<file path="config.mk">
export PLATFORM = sky130hd
export DESIGN_NAME = mem_word_fetcher_flat
export DESIGN_NICKNAME = d
export VERILOG_FILES = /design/src/rtl/gap_fetch_pkg.sv /design/src/rtl/mem_word_fetcher_if.sv /design/src/rtl/gap_fwft_fifo.sv /design/src/rtl/mem_word_fetcher.sv /design/src/flat_wrapper.sv
export SDC_FILE = /design/constraint.sdc
export NUM_CORES = 1
export LEC_CHECK = 0
export ABC_AREA = 1
export CAP_MARGIN = 20
export CELL_PAD_IN_SITES_DETAIL_PLACEMENT = 1
export CELL_PAD_IN_SITES_GLOBAL_PLACEMENT = 1
export CORE_UTILIZATION = 45
export DETAILED_ROUTE_END_ITERATION = 6
export PLACE_DENSITY = 0.93
export RECOVER_POWER = 25
export SLEW_MARGIN = 20
export SYNTH_ARGS = -nofsm -noshare
export SYNTH_HDL_FRONTEND = slang
export SYNTH_HIERARCHICAL = 1
export SYNTH_SLANG_ARGS = --single-unit
</file>
<file path="constraint.sdc">
create_clock -name clk -period 5.9 [get_ports clk]
set_clock_uncertainty 0.15 [all_clocks]
set_input_delay 1.18 -clock clk [delete_from_list [all_inputs] [get_ports clk]]
set_output_delay 1.18 -clock clk [all_outputs]
set_load 0.02 [all_outputs]
</file>
<file path="src/rtl/gap_fetch_pkg.sv">
// Shared types and defaults for the word fetcher: FSM state encoding,
// bus width defaults and the FIFO pointer width helper.
package gap_fetch_pkg;

    localparam int ADDR_W_DEF = 16;
    localparam int DATA_W_DEF = 64;

    typedef enum logic [1:0] {
        IDLE,
        FETCH,
        DRAIN,
        DONE
    } fetch_state_t;

    // Pointer width for a power-of-two FIFO; never narrower than one bit.
    function automatic int fifo_ptr_w(input int depth);
        return (depth > 1) ? $clog2(depth) : 1;
    endfunction

endpackage

</file>
<file path="src/rtl/mem_word_fetcher_if.sv">
// Memory read port plus output word stream of the fetcher.
// master = fetcher side, slave = memory/consumer side.
interface mem_word_fetcher_if
    import gap_fetch_pkg::*;
#(
    parameter int ADDR_W = ADDR_W_DEF,
    parameter int DATA_W = DATA_W_DEF
);
    logic              ren;
    logic [ADDR_W-1:0] raddr;
    logic [DATA_W-1:0] rdata;
    logic              m_valid;
    logic              m_ready;
    logic [DATA_W-1:0] m_data;
    logic              m_last;

    modport master (
        output ren, raddr, m_valid, m_data, m_last,
        input  rdata, m_ready
    );

    modport slave (
        input  ren, raddr, m_valid, m_data, m_last,
        output rdata, m_ready
    );
endinterface

</file>
<file path="src/rtl/gap_fwft_fifo.sv">
// First-word-fall-through FIFO: the head entry is visible on o_data while
// the FIFO is non-empty. Push and pop in the same cycle are legal even
// when full or empty (a pop on empty is ignored).
module gap_fwft_fifo
    import gap_fetch_pkg::*;
#(
    parameter  int DATA_W     = DATA_W_DEF,
    parameter  int FIFO_DEPTH = 4,
    localparam int PTR_W      = fifo_ptr_w(FIFO_DEPTH),
    localparam int CNT_W      = PTR_W + 1
)(
    input  logic              clk,
    input  logic              rst,
    input  logic              i_push,
    input  logic [DATA_W-1:0] i_data,
    input  logic              i_pop,
    output logic [DATA_W-1:0] o_data,
    output logic [CNT_W-1:0]  o_count,
    output logic              o_empty
);

    logic [DATA_W-1:0] r_mem [FIFO_DEPTH];
    logic [PTR_W-1:0]  r_wptr;
    logic [PTR_W-1:0]  r_rptr;
    logic [CNT_W-1:0]  r_count;

    logic w_full;
    logic w_do_push;
    logic w_do_pop;

    assign o_empty   = (r_count == '0);
    assign w_full    = (r_count == CNT_W'(FIFO_DEPTH));
    assign w_do_pop  = i_pop & ~o_empty;
    assign w_do_push = i_push & (~w_full | w_do_pop);

    assign o_data  = r_mem[r_rptr];
    assign o_count = r_count;

    // Pointer and occupancy bookkeeping.
    always_ff @(posedge clk or posedge rst) begin
        if (rst) begin
            r_wptr  <= '0;
            r_rptr  <= '0;
            r_count <= '0;
        end else begin
            if (w_do_push) r_wptr <= r_wptr + PTR_W'(1);
            if (w_do_pop)  r_rptr <= r_rptr + PTR_W'(1);
            case ({w_do_push, w_do_pop})
                2'b10:   r_count <= r_count + CNT_W'(1);
                2'b01:   r_count <= r_count - CNT_W'(1);
                default: r_count <= r_count;
            endcase
        end
    end

    // Entry storage write.
    // NOTE: storage has no reset; the pointers alone define which entries
    // are valid, so clearing the array would only cost flops and fan-out.
    always_ff @(posedge clk) begin
        if (w_do_push) r_mem[r_wptr] <= i_data;
    end

endmodule

</file>
<file path="src/rtl/mem_word_fetcher.sv">
// Burst word fetcher: on start, reads len consecutive words from base_addr
// out of a one-cycle-latency memory and streams them through a small FWFT
// buffer with a last flag. Reads are issued only when buffer space is
// guaranteed for every word already requested, so back-pressure never
// drops data.
module mem_word_fetcher
    import gap_fetch_pkg::*;
#(
    parameter int ADDR_W     = ADDR_W_DEF,
    parameter int DATA_W     = DATA_W_DEF,
    parameter int FIFO_DEPTH = 4,
    parameter int LEN_W      = ADDR_W + 1
)(
    input  logic               clk,
    input  logic               rst,
    input  logic               start,
    input  logic [ADDR_W-1:0]  base_addr,
    input  logic [LEN_W-1:0]   len,
    output logic               busy,
    output logic               done,
    mem_word_fetcher_if.master bus
);

    localparam int PTR_W  = fifo_ptr_w(FIFO_DEPTH);
    localparam int CNT_W  = PTR_W + 1;
    localparam int NEED_W = CNT_W + 1;

    fetch_state_t      r_state;
    logic              r_busy;
    logic              r_done;
    logic              r_ren;
    logic [ADDR_W-1:0] r_raddr;
    logic [LEN_W-1:0]  r_len;
    logic [LEN_W-1:0]  r_issued;
    logic [LEN_W-1:0]  r_recv;
    logic              r_inflight;

    logic              w_accept;
    logic              w_push;
    logic              w_push_last;
    logic              w_pop;
    logic              w_head_last;
    logic [DATA_W:0]   w_head;
    logic [CNT_W-1:0]  w_fifo_count;
    logic              w_fifo_empty;
    logic [NEED_W-1:0] w_need;
    logic              w_issue;
    logic              w_last_issue;
    logic              w_final_hs;

    assign w_accept    = (r_state == IDLE) & start;
    assign w_push      = r_inflight;
    assign w_push_last = (r_recv == r_len - LEN_W'(1));
    assign w_pop       = ~w_fifo_empty & bus.m_ready;
    assign w_head_last = w_head[DATA_W];
    assign w_final_hs  = w_pop & w_head_last;

    // Each stored entry carries its last flag next to the data word.
    gap_fwft_fifo #(
        .DATA_W     (DATA_W + 1),
        .FIFO_DEPTH (FIFO_DEPTH)
    ) u_fifo (
        .clk     (clk),
        .rst     (rst),
        .i_push  (w_push),
        .i_data  ({w_push_last, bus.rdata}),
        .i_pop   (w_pop),
        .o_data  (w_head),
        .o_count (w_fifo_count),
        .o_empty (w_fifo_empty)
    );

    // Credit check: occupancy after this edge, plus the read returning next
    // cycle, plus the read about to be issued, must fit in the buffer.
    // NOTE: every signal in a combinational block gets a default first, so
    // no path can leave it unassigned and infer a latch.
    always_comb begin
        w_need       = '0;
        w_issue      = 1'b0;
        w_last_issue = 1'b0;
        w_need = NEED_W'(w_fifo_count) + NEED_W'(w_push) - NEED_W'(w_pop)
               + NEED_W'(r_ren) + NEED_W'(1);
        if (r_state == FETCH && r_issued < r_len && w_need <= NEED_W'(FIFO_DEPTH)) begin
            w_issue      = 1'b1;
            w_last_issue = (r_issued + LEN_W'(1) == r_len);
        end
    end

    // Control FSM with registered busy/done/ren/raddr outputs.
    // NOTE: state is updated with non-blocking assignments so every register
    // samples the pre-edge values, independent of statement order.
    always_ff @(posedge clk or posedge rst) begin
        if (rst) begin
            r_state  <= IDLE;
            r_busy   <= 1'b0;
            r_done   <= 1'b0;
            r_ren    <= 1'b0;
            r_raddr  <= '0;
            r_len    <= '0;
            r_issued <= '0;
        end else begin
            r_done <= 1'b0;
            r_ren  <= 1'b0;
            case (r_state)
                IDLE: begin
                    if (start) begin
                        r_len  <= len;
                        r_busy <= 1'b1;
                        if (len == '0) begin
                            r_state <= DONE;
                        end else begin
                            // Buffer is empty here, so the first read is
                            // issued together with the capture.
                            r_ren    <= 1'b1;
                            r_raddr  <= base_addr;
                            r_issued <= LEN_W'(1);
                            r_state  <= (len == LEN_W'(1)) ? DRAIN : FETCH;
                        end
                    end
                end
                FETCH: begin
                    if (w_issue) begin
                        r_ren    <= 1'b1;
                        r_raddr  <= r_raddr + ADDR_W'(1);
                        r_issued <= r_issued + LEN_W'(1);
                        if (w_last_issue) r_state <= DRAIN;
                    end
                end
                DRAIN: begin
                    if (w_final_hs) r_state <= DONE;
                end
                DONE: begin
                    r_done  <= 1'b1;
                    r_busy  <= 1'b0;
                    r_state <= IDLE;
                end
                default: r_state <= IDLE;
            endcase
        end
    end

    // Return path: flag the read issued last cycle and count returned words
    // so the last flag follows the word index, not the address.
    always_ff @(posedge clk or posedge rst) begin
        if (rst) begin
            r_inflight <= 1'b0;
            r_recv     <= '0;
        end else begin
            r_inflight <= r_ren;
            if (w_accept)    r_recv <= '0;
            else if (w_push) r_recv <= r_recv + LEN_W'(1);
        end
    end

    assign busy        = r_busy;
    assign done        = r_done;
    assign bus.ren     = r_ren;
    assign bus.raddr   = r_raddr;
    assign bus.m_valid = ~w_fifo_empty;
    assign bus.m_data  = w_fifo_empty ? '0 : w_head[DATA_W-1:0];
    assign bus.m_last  = ~w_fifo_empty & w_head_last;

endmodule

</file>
<file path="src/flat_wrapper.sv">
// flat-port wrapper written by rule: the top's interface ports become plain ports
module mem_word_fetcher_flat import gap_fetch_pkg::*;
#(
    parameter int ADDR_W     = ADDR_W_DEF,
    parameter int DATA_W     = DATA_W_DEF,
    parameter int FIFO_DEPTH = 4,
    parameter int LEN_W      = ADDR_W + 1
)
  (clk, rst, start, base_addr, len, busy, done, bus_ren, bus_raddr, bus_m_valid, bus_m_data, bus_m_last, bus_rdata, bus_m_ready);
  mem_word_fetcher_if #(.ADDR_W(ADDR_W), .DATA_W(DATA_W)) bus_i ();
  input  logic clk;
  input  logic rst;
  input  logic start;
  input  logic [ADDR_W-1:0] base_addr;
  input  logic [LEN_W-1:0] len;
  output logic busy;
  output logic done;
  output wire logic [$bits(bus_i.ren)-1:0] bus_ren;
  output wire logic [$bits(bus_i.raddr)-1:0] bus_raddr;
  output wire logic [$bits(bus_i.m_valid)-1:0] bus_m_valid;
  output wire logic [$bits(bus_i.m_data)-1:0] bus_m_data;
  output wire logic [$bits(bus_i.m_last)-1:0] bus_m_last;
  input wire logic [$bits(bus_i.rdata)-1:0] bus_rdata;
  input wire logic [$bits(bus_i.m_ready)-1:0] bus_m_ready;
  assign bus_ren = bus_i.ren;
  assign bus_raddr = bus_i.raddr;
  assign bus_m_valid = bus_i.m_valid;
  assign bus_m_data = bus_i.m_data;
  assign bus_m_last = bus_i.m_last;
  assign bus_i.rdata = bus_rdata;
  assign bus_i.m_ready = bus_m_ready;
  mem_word_fetcher #(.ADDR_W(ADDR_W), .DATA_W(DATA_W), .FIFO_DEPTH(FIFO_DEPTH), .LEN_W(LEN_W)) u_core (.clk(clk), .rst(rst), .start(start), .base_addr(base_addr), .len(len), .busy(busy), .done(done), .bus(bus_i));
endmodule
</file>
# Word-level counts from Yosys, hierarchy flattened
# Memory sizes are Yosys's and may differ from the RTL's.
# Cells that the tools add are included.
# totals
register_bits,80
ram_bits,260
inputBits,101
out_inout_bits,85
wordCells,93
n_memories,1
# mem_list
memory,words,width,rd,rd_ports_with_merged_regs,wr,line,text
u_core.u_fifo.r_mem,4,65,1,0,1,gap_fwft_fifo.sv:22,logic [DATA_W-1:0] r_mem [FIFO_DEPTH];
# op_classes
add_sub_neg,12
order_cmp,2
n_eq_ne,14
n_mux,30
bitwise,9
n_reduce_logical,13
# ops
operator,n
two-way mux 17 bit,5
two-way mux 64 bit,1
two-way mux 16 bit,3
adder 17 x 1 -> 17 bit (second input constant),2
== test 17 bit,2
one-hot mux 17 bit (2 select lines),1
one-hot mux 16 bit (2 select lines),1
== test 17 x 1 -> 1 bit (second input constant),1
zero test 17 bit,1
< comparator 17 bit,1
subtractor 17 x 1 -> 17 bit (second input constant),1
adder 16 x 1 -> 16 bit (second input constant),1
two-way mux 2 bit,6
two-way mux 1 bit,9
one-hot mux 2 bit (4 select lines),1
AND reduction 4 bit,2
nonzero test 2 bit,4
AND 1 bit,6
== test 2 bit (second input constant),3
inequality test 2 x 1 -> 1 bit (second input constant),3
one-hot mux 3 bit (2 select lines),1
adder 2 x 1 -> 2 bit (second input constant),2
adder 3 x 1 -> 4 bit,1
adder 4 x 1 -> 4 bit,1
other kinds (15),21

# Depth between registers and ports, before layout
# depth
ltp_word,12
mapped_depth,18
mapped_depth_nobuf,17

# Hierarchy
# Netlist, hierarchy kept.
# by_module_without_submodules
mod,instances,cells_per_inst,area_per_inst_um2,seq_area_each_um2
gap_fwft_fifo,1,687,10587.7,7982.7
mem_word_fetcher,1,916,5929.4,1826.8

# Least setup slack after synthesis
# Ideal clock, no wire load.
# synth_timing
path_type,in2reg
from,in bus_m_ready
to,"mem u_core/u_fifo/r_mem[0][0] in the netlist's numbering, enable pin"
setup_ns,0.489
arrival_ns,4.417
required_ns,5.261
setup_slack_ns,0.845
cell_stages,4
n_path_buf,0
cell_sequence,inv_1 > nor2_1 > o21ai_2 > nor2_1
# synth_between
elab_chain_cells,6
# synth_rtl
element,line,text
start: declaration,flat_wrapper.sv:24,input wire logic [$bits(bus_i.m_ready)-1:0] bus_m_ready;
AND 1 bit,mem_word_fetcher.sv:54,assign w_pop = ~w_fifo_empty & bus.m_ready;
named net u_core.w_pop,mem_word_fetcher.sv:41,logic w_pop;
AND 1 bit,gap_fwft_fifo.sv:33,assign w_do_pop = i_pop & ~o_empty;
bitwise OR 1 bit,gap_fwft_fifo.sv:34,assign w_do_push = i_push & (~w_full | w_do_pop);
AND 1 bit,gap_fwft_fifo.sv:34,
two-way mux 1 bit,gap_fwft_fifo.sv:60,if (w_do_push) r_mem[r_wptr] <= i_data;
two-way mux 1 bit (not written as such),gap_fwft_fifo.sv:60,
end: declaration,gap_fwft_fifo.sv:22,
# The timed path passes the listed nets, and every way through them passes these cells.

# Final worst setup path
# layout_timing
from,reg u_core.u_fifo.r_rptr[0]
to,out bus_m_data[26]
# layout_between
elab_chain_cells,2
# layout_rtl
element,line,text
start: declaration,gap_fwft_fifo.sv:24,logic [PTR_W-1:0] r_rptr;
start signal: assignment,gap_fwft_fifo.sv:47,if (w_do_pop) r_rptr <= r_rptr + PTR_W'(1);
memory (4 x 65 bit),-,
named net u_core.w_head[26],mem_word_fetcher.sv:43,logic [DATA_W:0] w_head;
two-way mux 64 bit,mem_word_fetcher.sv:160,assign bus.m_data = w_fifo_empty ? '0 : w_head[DATA_W-1:0];
end: declaration,flat_wrapper.sv:21,output wire logic [$bits(bus_i.m_data)-1:0] bus_m_data;
# The timed path passes the listed nets, and every way through them passes these cells.

==> results.toml <==
[run_status]
status = "completed"

[grt]
grt_pass1_wl_microns = 73200
grt_pass1_vias = 13400
overflow = 0
antenna_found_initial = 4
grt_util_all_layers_pct = 25.0
grt_max_degree = 113

[route]
viasPerCell = 5.45
wl_microns = 46800
num_vias = 12400
ant_nets = 0
drtIter0Drc = 749
drcViolationCount = 0
wl_per_cell_microns = 20.6
firstDrtPassIters = 5

[synth]
yosysTopAreaCellShare_pct = 47.3
synth_nets = 1738
synth_area_leader_cell = "edfxtp_1"
synth-async-reset-ratio_pct = 23.5
synthCells = 1603
syn_area_sq_um = 16500
synth_area_leaders = "edfxtp_1 47%, dfrtp_1 12%, nor2_1 5.4%, o21ai_0 5.3%, nand2_1 5.0%"
yosys_warnings = 6
synth-seq-cells = 340
ys_types = 49
synthFlopType = "edfxtp_1"
synth.avg_cell_area_sq_um = 10.3
synth_edf_count = 260
synth_seq_area_share_pct = 59.4

[power_and_ir_drop]
combinationalPowerShare_pct = 48.2
peakVddDrop_v = 0.000311
power_mw = 11.1
switching_power_mw = 4.76
switching_share_pct = 42.9
p_clk_share_pct = 19.5
p_leak_nw = 7.80
internal_power_mw = 6.33
p_per_area_nw_per_um2 = 557
pwr-share-seq_pct = 32.4

[sta]
finalCritPeriodShare_pct = 81.1
hold_viol = 0
drv_slew = 0
hold_ws_ps = 264
rsz0062_at_grt = "no"
setup-violations-final = 0
fin_tns_setup_ps = 0
fin_crit_ps = 4780
fin_ws_ps = 1120
fmax_ghz = 0.209
worst_slew_pin_slew_ps = 1010
relSlewSlack_pct = 33.0

[clock_tree]
htreeDepth = 2
hold_buffers = 0
postCtsSetupBuffers = 0
cts-resized-gates = 0
clk_pin_slew_ps = 60
clock_latency_ps = 520
clock_path_buffers = 3
clockRootBuffer = "clkbuf_16"
cts_buffers = 38
clkSinkCount = 340
cts_tree = "yes"

[die]
fp.dieW_microns = 194
io_pins = 186
rows = 69
core-area_sq_um = 35800
initial_core_util_pct = 46.1
die_area_sq_um = 37500
die_h_microns = 194

[setup_path]
critPathKind = "reg2out"
end_kind = "output port"
reg2regPathDepth = 16
crit_path_start_kind = "flop"
crit_required_ps = 4570
crit_fanout = 78
arrival_ps = 3450

[cells_and_area]
area_growth_syn_to_layout_pct = 20.6
final_common_cell = "edfxtp_1"
num-nets-final = 1915
instances_no_fill = 2275
drive_gt1_share_pct = 10.2
final_cell_mix = "260 x edfxtp_1, 235 x nor2_1, 222 x nand2_1"

[placement]
hpwl_microns = 30800
io_buffers = 185
gp_congestion = 0.912
post-place-cells = 2200
dpl_worst_slack_ps = 726

[hold_path]
worstHoldPathType = "reg2reg"
hold_path_depth = 0

[run]
drv_cap = 0
[registers in the layout, summed over array words and instances (netlist names)]
register	count
u_core/u_fifo/r_wptr	2
u_core/done	1
u_core/r_state	2
u_core/u_fifo/o_count	3
u_core/bus.ren	1
u_core/r_inflight	1
u_core/r_issued	17
u_core/u_fifo/r_mem	260
u_core/u_fifo/r_rptr	2
u_core/r_recv	17
u_core/bus.raddr	16
u_core/busy	1
u_core/r_len	17
[critical path, cell delays in order (launching register included)]
cell	delay, ps
dfrtp_4	590
inv_6	710
buf_4	430
o21ai_1	160
o22ai_1	250
inv_1	70
nor2_1	80
clkdlybuf4s50_1	610
[logic make-up (layout without fill, tap and decap cells)]
group                    count (synthesis)  count (layout)  share of synthesized area (%)
flip-flops                             340             340                           59.4
other                                    0               5                              0
AO/OA/AOI/OAI                          313             313                           11.6
adder cells (fa/ha/maj)                 34              34                           2.71
buffers and inverters                  251             457                           6.65
XOR/XNOR                                39              39                           2.11
AND/OR/NAND/NOR                        626             626                           17.5
[metal layers]
layer  GRT usage (%)  wire [microns]  part of all wire [%]  up-vias
met2            45.8           24400                    52      352
met1            29.3           18500                    39     6151
li1                -               -                     -     5793
met5               0              34                 0.073        -
met3            5.02            2780                   5.9       94
met4            7.38            1160                   2.5        6
[area by class of cell]
class,instances,area [sq um]
fillers,3854,15900
flip-flops and latches,340,9810
multi-input cells,1012,5640
repair buffers,201,2030
clock buffers,51,1020
inverters,187,707
well taps,461,577
clock inverters,18,110
diodes,5,12.5
[synth_stat cells (2+ instances only)]
cell type  instances
nand4_1           13
clkbuf_1          36
a21o_1             2
o21bai_1           2
clkinv_1           2
inv_1            179
o22ai_2           36
buf_12             4
o21ai_0          175
fa_1               3
nor2_1           239
xor2_1            29
nand2_2            5
a21oi_1           24
o21ai_2            6
o22ai_1           31
nand3_1           71
ha_1              31
nor4_1             3
nor2_4            34
nand2_1          222
buf_4              2
xnor2_1            9
buf_1              2
inv_2              5
dfrtp_1           80
edfxtp_1         260
nor3_1            12
buf_2             11
o21ai_1           30
nor2_2            10
a31oi_1            3
nor3_2             8
buf_6              9
[path summary, 6_finish.rpt]
check,from,slack (ps),end
setup / recovery,u_core/u_fifo/r_rptr[0]$_DFFE_PP0N_,1120,bus_m_data[26]
hold / removal,u_core/bus.ren$_DFF_PP0_,260,u_core/r_inflight$_DFF_PP0_
setup reg to reg,u_core/u_fifo/o_count[2]$_DFFE_PP0P_,1720,u_core/r_issued[10]$_DFFE_PP0P_
hold reg to reg,u_core/bus.ren$_DFF_PP0_,260,u_core/r_inflight$_DFF_PP0_
max in group asynchronous,rst,3400,u_core/bus.raddr[4]$_DFFE_PP0P_
min in group asynchronous,rst,950,u_core/u_fifo/o_count[0]$_DFFE_PP0P_
[through the flow]
| stage | instance area, sq um | util [%] |
|---|---|---|
| finish | 19900 | 55.6 |
| CTS | 19900 | 55.5 |
| global placement | 18700 | 52.3 |
| floorplan | 16500 | - |
| global route | 19900 | 55.6 |
| detailed placement | 18700 | 52.3 |
[power groups by stage]
stage	Clock, mW	Combinational [mW]	Sequential (mW)
floorplan	0	3.33	3.58
global placement	0	4.99	3.58
detailed placement	0	5.27	3.63
CTS	2.20	5.36	3.59
global route	2.28	5.79	3.64
finish	2.16	5.34	3.59
No activity file was read; power rests on OpenSTA's default activity.
